`config.mk`:
```
export PLATFORM = sky130hd
export DESIGN_NAME = alu_issue_queue
export DESIGN_NICKNAME = d
export VERILOG_FILES = /design/src/rtl/alu_pkg.sv /design/src/rtl/sync_fifo.sv /design/src/rtl/alu_issue_queue.sv
export SDC_FILE = /design/constraint.sdc
export NUM_CORES = 1
export LEC_CHECK = 0
export CORE_MARGIN = 2
export CORE_UTILIZATION = 30
export CTS_CLUSTER_SIZE = 40
export DETAILED_ROUTE_END_ITERATION = 12
export PLACE_DENSITY_LB_ADDON = 0.12
export SLEW_MARGIN = 20
export SYNTH_ARGS = -nofsm -noshare
export SYNTH_HDL_FRONTEND = slang
export SYNTH_SLANG_ARGS = --single-unit
```
`constraint.sdc`:
```
create_clock -name clk -period 5 [get_ports clk]
set_input_delay 1 -clock clk [delete_from_list [all_inputs] [get_ports clk]]
set_output_delay 1 -clock clk [all_outputs]
set_load 0.01 [all_outputs]
```
`src/rtl/alu_pkg.sv`:
```
// alu_pkg: ALU opcode encodings and the queued command record layout
package alu_pkg;

    localparam int DATA_W = 8;
    localparam int OP_W   = 3;

    localparam logic [OP_W-1:0] ALU_ADD = 3'b000;
    localparam logic [OP_W-1:0] ALU_SUB = 3'b001;
    localparam logic [OP_W-1:0] ALU_AND = 3'b010;
    localparam logic [OP_W-1:0] ALU_OR  = 3'b011;
    localparam logic [OP_W-1:0] ALU_XOR = 3'b100;
    localparam logic [OP_W-1:0] ALU_NOT = 3'b101;
    localparam logic [OP_W-1:0] ALU_SHL = 3'b110;
    localparam logic [OP_W-1:0] ALU_SHR = 3'b111;

    typedef struct packed {
        logic [OP_W-1:0]   op;
        logic [DATA_W-1:0] a;
        logic [DATA_W-1:0] b;
    } cmd_t;

    localparam int CMD_W = $bits(cmd_t);

endpackage

```
`src/rtl/sync_fifo.sv`:
```
// sync_fifo: single-clock FIFO with occupancy count; push ignored when full, pop ignored when empty
module sync_fifo #(
    parameter  int WIDTH = 19,
    parameter  int DEPTH = 4,
    localparam int AW    = $clog2(DEPTH),
    localparam int CW    = $clog2(DEPTH + 1)
) (
    input  logic             clk,
    input  logic             rst_n,
    input  logic             push_i,
    input  logic             pop_i,
    input  logic [WIDTH-1:0] wdata_i,
    output logic [WIDTH-1:0] rdata_o,
    output logic [CW-1:0]    count_o,
    output logic             full_o,
    output logic             empty_o
);

    logic [WIDTH-1:0] mem_q [DEPTH];
    logic [AW-1:0]    wr_q, rd_q;
    logic [CW-1:0]    cnt_q;
    logic             do_push, do_pop;

    assign full_o  = cnt_q == CW'(DEPTH);
    assign empty_o = cnt_q == '0;
    assign do_push = push_i & !full_o;
    assign do_pop  = pop_i & !empty_o;
    assign rdata_o = mem_q[rd_q];
    assign count_o = cnt_q;

    // storage needs no reset; only written slots are ever read
    always_ff @(posedge clk) begin
        if (do_push) mem_q[wr_q] <= wdata_i;
    end

    // pointers wrap naturally because DEPTH is a power of two
    always_ff @(posedge clk) begin
        if (!rst_n) begin
            wr_q  <= '0;
            rd_q  <= '0;
            cnt_q <= '0;
        end else begin
            if (do_push) wr_q <= wr_q + AW'(1);
            if (do_pop)  rd_q <= rd_q + AW'(1);
            cnt_q <= cnt_q + CW'(do_push) - CW'(do_pop);
        end
    end

endmodule

```
`src/rtl/alu_issue_queue.sv`:
```
// alu_issue_queue: queues ALU commands, drives the head onto an external ALU and registers its result
module alu_issue_queue
    import alu_pkg::*;
#(
    parameter  int DEPTH = 4,
    localparam int CW    = $clog2(DEPTH + 1)
) (
    input  logic              clk,
    input  logic              rst_n,
    input  logic              in_valid,
    output logic              in_ready,
    input  logic [DATA_W-1:0] in_a,
    input  logic [DATA_W-1:0] in_b,
    input  logic [OP_W-1:0]   in_op,
    output logic [DATA_W-1:0] alu_a,
    output logic [DATA_W-1:0] alu_b,
    output logic [OP_W-1:0]   alu_s,
    input  logic [DATA_W-1:0] alu_y,
    input  logic              alu_carry,
    output logic              out_valid,
    input  logic              out_ready,
    output logic [DATA_W-1:0] out_y,
    output logic              out_carry,
    output logic              out_zero,
    output logic [OP_W-1:0]   out_op,
    output logic [CW-1:0]     count,
    output logic [15:0]       done_cnt
);

    cmd_t              head;
    logic              full, empty, push, cap;
    logic              out_valid_q, out_carry_q, out_zero_q;
    logic [DATA_W-1:0] out_y_q;
    logic [OP_W-1:0]   out_op_q;
    logic [15:0]       done_cnt_q;

    assign in_ready = rst_n & !full;
    assign push     = in_valid & in_ready;
    assign cap      = !empty & (!out_valid_q | out_ready);

    assign alu_a = empty ? '0 : head.a;
    assign alu_b = empty ? '0 : head.b;
    assign alu_s = empty ? '0 : head.op;

    sync_fifo #(.WIDTH(CMD_W), .DEPTH(DEPTH)) u_fifo (
        .clk     (clk),
        .rst_n   (rst_n),
        .push_i  (push),
        .pop_i   (cap),
        .wdata_i ({in_op, in_a, in_b}),
        .rdata_o (head),
        .count_o (count),
        .full_o  (full),
        .empty_o (empty)
    );

    // result register: capture pops the head, a taken result with nothing behind it clears valid
    always_ff @(posedge clk) begin
        if (!rst_n) begin
            out_valid_q <= 1'b0;
            out_y_q     <= '0;
            out_carry_q <= 1'b0;
            out_zero_q  <= 1'b0;
            out_op_q    <= '0;
        end else if (cap) begin
            out_valid_q <= 1'b1;
            out_y_q     <= alu_y;
            out_carry_q <= alu_carry;
            out_zero_q  <= alu_y == '0;
            out_op_q    <= head.op;
        end else if (out_ready) begin
            out_valid_q <= 1'b0;
        end
    end

    // delivered-result counter, saturating
    always_ff @(posedge clk) begin
        if (!rst_n) done_cnt_q <= '0;
        else if (out_valid_q & out_ready & (done_cnt_q != 16'hFFFF)) done_cnt_q <= done_cnt_q + 16'd1;
    end

    assign out_valid = out_valid_q;
    assign out_y     = out_y_q;
    assign out_carry = out_carry_q;
    assign out_zero  = out_zero_q;
    assign out_op    = out_op_q;
    assign done_cnt  = done_cnt_q;

endmodule

```
==> impl_metrics.tcl, run 1 <==
set metrics [dict create \
    outcome "finished, final reports clean" \
    synth_async_sr_flop_share 0 \
    cts_setup_buffers 0 \
    postLayoutCellArea_mm2 0.00640 \
    firstDrtPassIters 5 \
    ff2ff_setup_slack_ns 2.11 \
    clkLatencyLatePin_ns 0.41 \
    nets 465 \
    setup_viol 0 \
    design.die.area_mm2 0.0166 \
    numCtsBuffers 17 \
    track_usage 0.133 \
    crit_arrival_ns 2.79 \
    clockRootBuffer "clkbuf_16" \
    grt_pass1_vias 3052 \
    setup_tns_ns 0 \
    min_period_over_period 0.757 \
    rows 45 \
    synth_adder_area_share 0.0231 \
    initial_core_util 0.307 \
    io_buffers 84 \
    p_leak_nw 2.15 \
    placedCellCount 594 \
    clock_sinks 115 \
    hold_path.startpoint "out_y[7]$_SDFFE_PN0P_" \
    synth_edf_count 76 \
    reg2reg_from "u_fifo.count_o[2]$_SDFF_PN0_" \
    vdd_drop_max_mv 0.287 \
    crit_end "alu_s[1]" \
    yosys_most_used_dff "edfxtp_1" \
    syn_area_mm2 0.00466 \
    grt_pass1_wl_um 16200 \
    crit_fanout 11 \
    vias_per_cell 4.70 \
    area_growth_pct 37.3 \
    ys_warn_count 0 \
    synth.area.mux_share 0.103 \
    max_freq_mhz 264 \
    r2r-end "u_fifo.count_o[2]$_SDFF_PN0_" \
    avgSynthCellArea_um2 14.3 \
    required_ns 4.00 \
    post_cts_resized 0 \
    slew_headroom 0.479 \
    htreeDepth 4 \
    grt_max_degree 33 \
    rsz0062_at_grt "false" \
    cp-start-kind "flip-flop" \
    fin_cells 626 \
    power_density_mw_per_mm2 531 \
    hold_viol 0 \
    post-route-min-period_ns 3.79 \
    synth_top_family_by_area "simple AND/OR/NAND/NOR gates" \
    synth_compound_area_frac 0.0502 \
    power_mw 3.40 \
    dr_total_vias 2940 \
    clk_pin_slew_worst_paths_ns 0.05 \
    synth_xor_area_frac 0.0113 \
    hpwl_um 6800 \
    synth_nets 367 \
    pin_count 85 \
    max_cap_violations 0 \
    core_mm2 0.0152 \
    drt_wl_total_um 10200 \
    gp_congestion 0.713 \
    r2r_cells 11 \
    die_w_um 129 \
    whs_path_depth 2 \
    dpl_cell_area_mm2 0.00574 \
    hp-class "flip-flop to flip-flop" \
    cts_tree "done" \
    fin_skew_ns 0.00575 \
    synth_cells 327 \
    ys_ff_latch 115 \
    drive_gt1_frac 0.148 \
    fin_util 0.421 \
    maxSlewViolCount 0 \
    synthSimpleGateAreaFrac 0.136 \
    worst_slew_pin_slew_ns 0.780 \
    ctsHoldBuffers 0 \
    ys_seq_area_frac 0.657 \
    diodes 0 \
    antenna_found_initial 0 \
    die_h_um 129 \
    wl_per_cell_um 16.4 \
    ant_nets 0 \
    critical_path_class "flip-flop to output pin" \
    drc 0 \
    drt_iter0_markers 107 \
    end_kind "output pin" \
    grt-ovfl-total 0 \
    cts_buffer_depth 2 \
    synth_cell_types 44 \
]
==> area by class of cell <==
cell class	count	area [um^2]
Multi-Input combinational cell	190	1510
Clock inverter	14	229
Fill cell	1409	8800
Inverter	9	33.8
Sequential cell	115	3060
Clock buffer	18	429
Tap cell	188	235
Timing Repair Buffer	92	901
==> cell usage after synthesis, drive strengths merged, types with 2 or more instances <==
| library cell | instances | area, um^2 |
|---|---|---|
| nand2b | 6 | 37.5 |
| xor2 | 2 | 17.5 |
| nor2b | 19 | 119 |
| xnor2 | 4 | 35.0 |
| or3 | 2 | 12.5 |
| and2 | 7 | 43.8 |
| mux4 | 19 | 428 |
| clkbuf | 8 | 31.3 |
| mux2i | 5 | 50.1 |
| ha | 7 | 87.6 |
| edfxtp | 76 | 2280 |
| inv | 8 | 30.0 |
| nand4 | 5 | 46.3 |
| and3 | 2 | 17.5 |
| nor3 | 4 | 20.0 |
| a21oi | 21 | 105 |
| nor2 | 10 | 37.5 |
| nor4 | 4 | 25.0 |
| nand2 | 38 | 145 |
| and4 | 3 | 28.8 |
| or4 | 4 | 30.0 |
| buf | 5 | 30.0 |
| a211oi | 2 | 20.0 |
| nand3 | 8 | 52.6 |
| o31ai | 6 | 45.0 |
| dfxtp | 39 | 781 |
| o21ai | 4 | 20.0 |
==> metal layers <==
metal,vias up,part of all wire,routed length [um],GRT usage
met2,86,0.46,4740,0.205
met5,-,0,0,0
li1,1426,-,-,-
met1,1413,0.46,4710,0.171
met3,15,0.057,580,0.0403
met4,0,0.021,217,0.0633
==> state kept, by name, summed over array words and instances, names as in the netlist, named ones only <==
register	cells
out_op	3
out_zero	1
u_fifo.rd_q	2
out_carry	1
u_fifo.count_o	3
out_valid	1
out_y	8
u_fifo.mem_q	76
u_fifo.wr_q	2
done_cnt	16
==> worst min-delay path by stage <==
| stage | slack (ns) | to |
|---|---|---|
| 2_1_floorplan | 0.48 | out_carry$_SDFFE_PN0P_ |
| 3_3_place_gp | 0.45 | out_carry$_SDFFE_PN0P_ |
| 3_5_place_dp | 0.45 | out_y[7]$_SDFFE_PN0P_ |
| 4_1_cts | 0.46 | out_y[7]$_SDFFE_PN0P_ |
| 5_1_grt | 0.48 | out_zero$_SDFFE_PN0P_ |
| 6_report | 0.46 | out_y[7]$_SDFFE_PN0P_ |
==> stage by stage <==
stage / hold slack (ns) / setup WS, ns
finish: 0.456 / 1.21
global route: 0.482 / 1.03
CTS: 0.463 / 1.10
detailed placement: 0.455 / 1.10
global placement: 0.448 / 1.13
floorplan: 0.481 / 2.13
==> kinds of logic (layout without fill, tap and decap cells) <==
| kind of cell | Yosys count | count (layout) |
|---|---|---|
| DFF | 115 | 115 |
| and+or+nand+nor | 114 | 114 |
| AOI/OAI and AO/OA | 38 | 38 |
| muxes | 24 | 24 |
| buffers and inverters | 22 | 133 |
| adders and majority gates | 8 | 8 |
| xor gates and xnor gates | 6 | 6 |
==> placed cells by master, fill, tap and decap left out, types with 2 or more instances in the layout <==
master | Yosys | final
xnor2_1 | 4 | 4
mux4_2 | 19 | 19
edfxtp_1 | 76 | 76
or4_1 | 4 | 4
and2_1 | 7 | 7
o21ai_0 | 4 | 4
bufinv_16 | 0 | 5
nand2b_1 | 6 | 6
nor2b_1 | 19 | 19
clkdlybuf4s50_1 | 0 | 84
or3_1 | 2 | 2
xor2_1 | 2 | 2
clkbuf_16 | 0 | 17
nand2_1 | 37 | 37
nor4_1 | 4 | 4
nand3_1 | 7 | 7
dfxtp_1 | 39 | 39
nor2_1 | 10 | 10
o31ai_1 | 6 | 6
nor3_1 | 4 | 3
nand4_1 | 4 | 4
buf_4 | 2 | 8
clkinv_4 | 0 | 5
and4_1 | 2 | 2
ha_1 | 7 | 7
inv_1 | 8 | 8
mux2i_1 | 5 | 5
a21oi_1 | 21 | 21
clkinvlp_4 | 0 | 2
==> where the power goes <==
| group | internal (mW) | total (mW) | leakage [nW] | switching (mW) |
|---|---|---|---|---|
| Sequential | 1.11 | 1.18 | 1.01 | 0.0746 |
| Clock | 0.891 | 1.33 | 0.313 | 0.435 |
| Combinational | 0.476 | 0.888 | 0.832 | 0.411 |
==> critical path: stages, from the launching register on <==
cell,delay (ns)
dfxtp_1,0.82
buf_4,0.36
mux4_2,0.54
nor2b_1,0.16
clkdlybuf4s50_1,0.49
Power figures use the tool's default switching activity.
==> run 2: changes to the inputs <==
==> constraint.sdc (replaced) <==
create_clock -name clk -period 3.8 [get_ports clk]
set_input_delay 0.76 -clock clk [delete_from_list [all_inputs] [get_ports clk]]
set_output_delay 0.76 -clock clk [all_outputs]
set_load 0.01 [all_outputs]
==> run 2 against run 1 <==
  * First-iteration DRC count increased by 40%
  * Critical path type unchanged
  * Core utilization about the same
  * Sequential power grew 31%
  * Critical endpoint unchanged
  * Combinational power increased by 40%
  * Sequential share of layout area is essentially flat
==> impl_metrics.tcl, run 2 (synthesis gave the netlist of run 1 again) <==
set metrics [dict create \
    outcome "finished, final reports clean" \
    cts_tree "done" \
    design.die.area_mm2 0.0166 \
    drive_gt1_frac 0.150 \
    placedCellCount 602 \
    max_freq_mhz 306 \
    pin_count 85 \
    p_seq_frac 0.357 \
    htreeDepth 4 \
    worst_slew_pin_slew_ns 0.552 \
    grt_pass1_vias 3082 \
    setup_ws_ns 0.536 \
    max_cap_violations 0 \
    register_area_mm2 0.00306 \
    rsz0062_at_grt "false" \
    vias_per_cell 4.70 \
    vdd_drop_max_mv 0.312 \
    setup_tns_ns 0 \
    drt_iter0_markers 150 \
    min_period_over_period 0.859 \
    numCtsBuffers 17 \
    area_growth_pct 37.4 \
    crit_chain "buf_12 -> mux4_2 -> nor2b_1 -> clkdlybuf4s50_1" \
    fin_cells 635 \
    dr_total_vias 2982 \
    rows 45 \
    firstDrtPassIters 4 \
    core_mm2 0.0152 \
    track_usage 0.132 \
    die_h_um 129 \
    initial_core_util 0.307 \
    cp-start-kind "flip-flop" \
    comb_power_share 0.287 \
    dpl_cell_area_mm2 0.00583 \
    post-route-min-period_ns 3.26 \
    clock_sinks 115 \
    cp_slowest_cell "dfxtp_1" \
    gp_congestion 0.712 \
    final_common_cell "clkdlybuf4s50_1" \
    maxSlewViolCount 0 \
    power_mw 4.31 \
    switchingPower_mw 1.17 \
    grt_pass1_wl_um 16100 \
    fin_util 0.421 \
    clkLatencyLatePin_ns 0.41 \
    antenna_found_initial 0 \
    holdWs_ns 0.453 \
    hp-class "flip-flop to flip-flop" \
    multiInputGateArea_mm2 0.00151 \
    end_kind "output pin" \
    grt_max_degree 19 \
    grt-ovfl-total 0 \
    postLayoutCellArea_mm2 0.00640 \
    crit_arrival_ns 2.50 \
    required_ns 3.04 \
    p_leak_nw 2.16 \
    drc 0 \
    post_cts_resized 0 \
    layout_common_cells "84 x clkdlybuf4s50_1, 76 x edfxtp_1, 39 x dfxtp_1, 37 x nand2_1, 21 x a21oi_1" \
    die_w_um 129 \
    fin_skew_ns 0.00588 \
    clockRootBuffer "clkbuf_16" \
    fillers 1408 \
    power_density_mw_per_mm2 674 \
    hold_viol 0 \
    pre_cts_slack_ns 0.654 \
    wl_per_cell_um 15.8 \
    ctsHoldBuffers 0 \
    drt_wl_total_um 10000 \
    ant_nets 0 \
    regMostFlops "u_fifo.mem_q" \
    largest_register_ffs 76 \
    hpwl_um 6780 \
    slew_headroom 0.631 \
    cts_buffer_depth 2 \
    cts_setup_buffers 0 \
    nets 473 \
    crit_fanout 13 \
    slowest_delay_ns 0.66 \
    clockPowerShare 0.356 \
    swShare 0.271 \
    intPower_mw 3.15 \
    critical_path_class "flip-flop to output pin" \
    io_buffers 84 \
    setup_viol 0 \
    clk_pin_slew_worst_paths_ns 0.05 \
]
run 2: cell types whose count changed in the layout (fill, tap and decap cells not counted), sizes merged:
cell | before | now
buf | 8 | 16
bufinv | 5 | 3
clkbuf | 18 | 20
clkinv | 6 | 8
diode | 0 | 1
inv | 10 | 8
run 2: path summary, 6_finish.rpt:
kind                                     start                           end  slack, ns  depth (start not counted)
hold / removal           out_y[3]$_SDFFE_PN0P_         out_y[3]$_SDFFE_PN0P_       0.45                          2
hold reg to reg          out_y[3]$_SDFFE_PN0P_         out_y[3]$_SDFFE_PN0P_       0.45                          2
setup / recovery                     flip-flop                      alu_s[1]       0.54                          4
setup reg to reg  u_fifo.count_o[1]$_SDFF_PN0_  u_fifo.count_o[2]$_SDFF_PN0_       1.27                         13
run 2: power groups by stage:
| stage | sequential, mW | clock, mW | combinational, mW |
|---|---|---|---|
| floorplan | 1.56 | 0 | 0.642 |
| CTS | 1.54 | 1.58 | 1.27 |
| global route | 1.56 | 1.64 | 1.36 |
| finish | 1.54 | 1.54 | 1.24 |
| detailed placement | 1.57 | 0 | 1.26 |
| global placement | 1.57 | 0 | 1.26 |
run 2: area by class of cell:
type / instances / share of cell area
sequential: 115 / 0.478
clock inverter: 12 / 0.0217
antenna: 1 / 0.000391
clock buffer: 20 / 0.0682
multi-input combinational: 190 / 0.236
timing repair buffer: 100 / 0.154
tap: 188 / 0.0367
inverter: 9 / 0.00527
run 2: worst max-delay path: cells and delay by family, from the launching register on:
| kind | cells | cell delay, ns |
|---|---|---|
| buffers and inverters | 2 | 0.74 |
| flip-flops | 1 | 0.66 |
| multiplexers | 1 | 0.54 |
| AND/OR/NAND/NOR | 1 | 0.15 |
run 2: layer usage:
layer,share of wire,up-vias,track usage
li1,-,1447,-
met1,0.47,1444,0.166
met2,0.46,77,0.203
met3,0.051,14,0.0470
met4,0.018,0,0.0614
met5,0,-,0
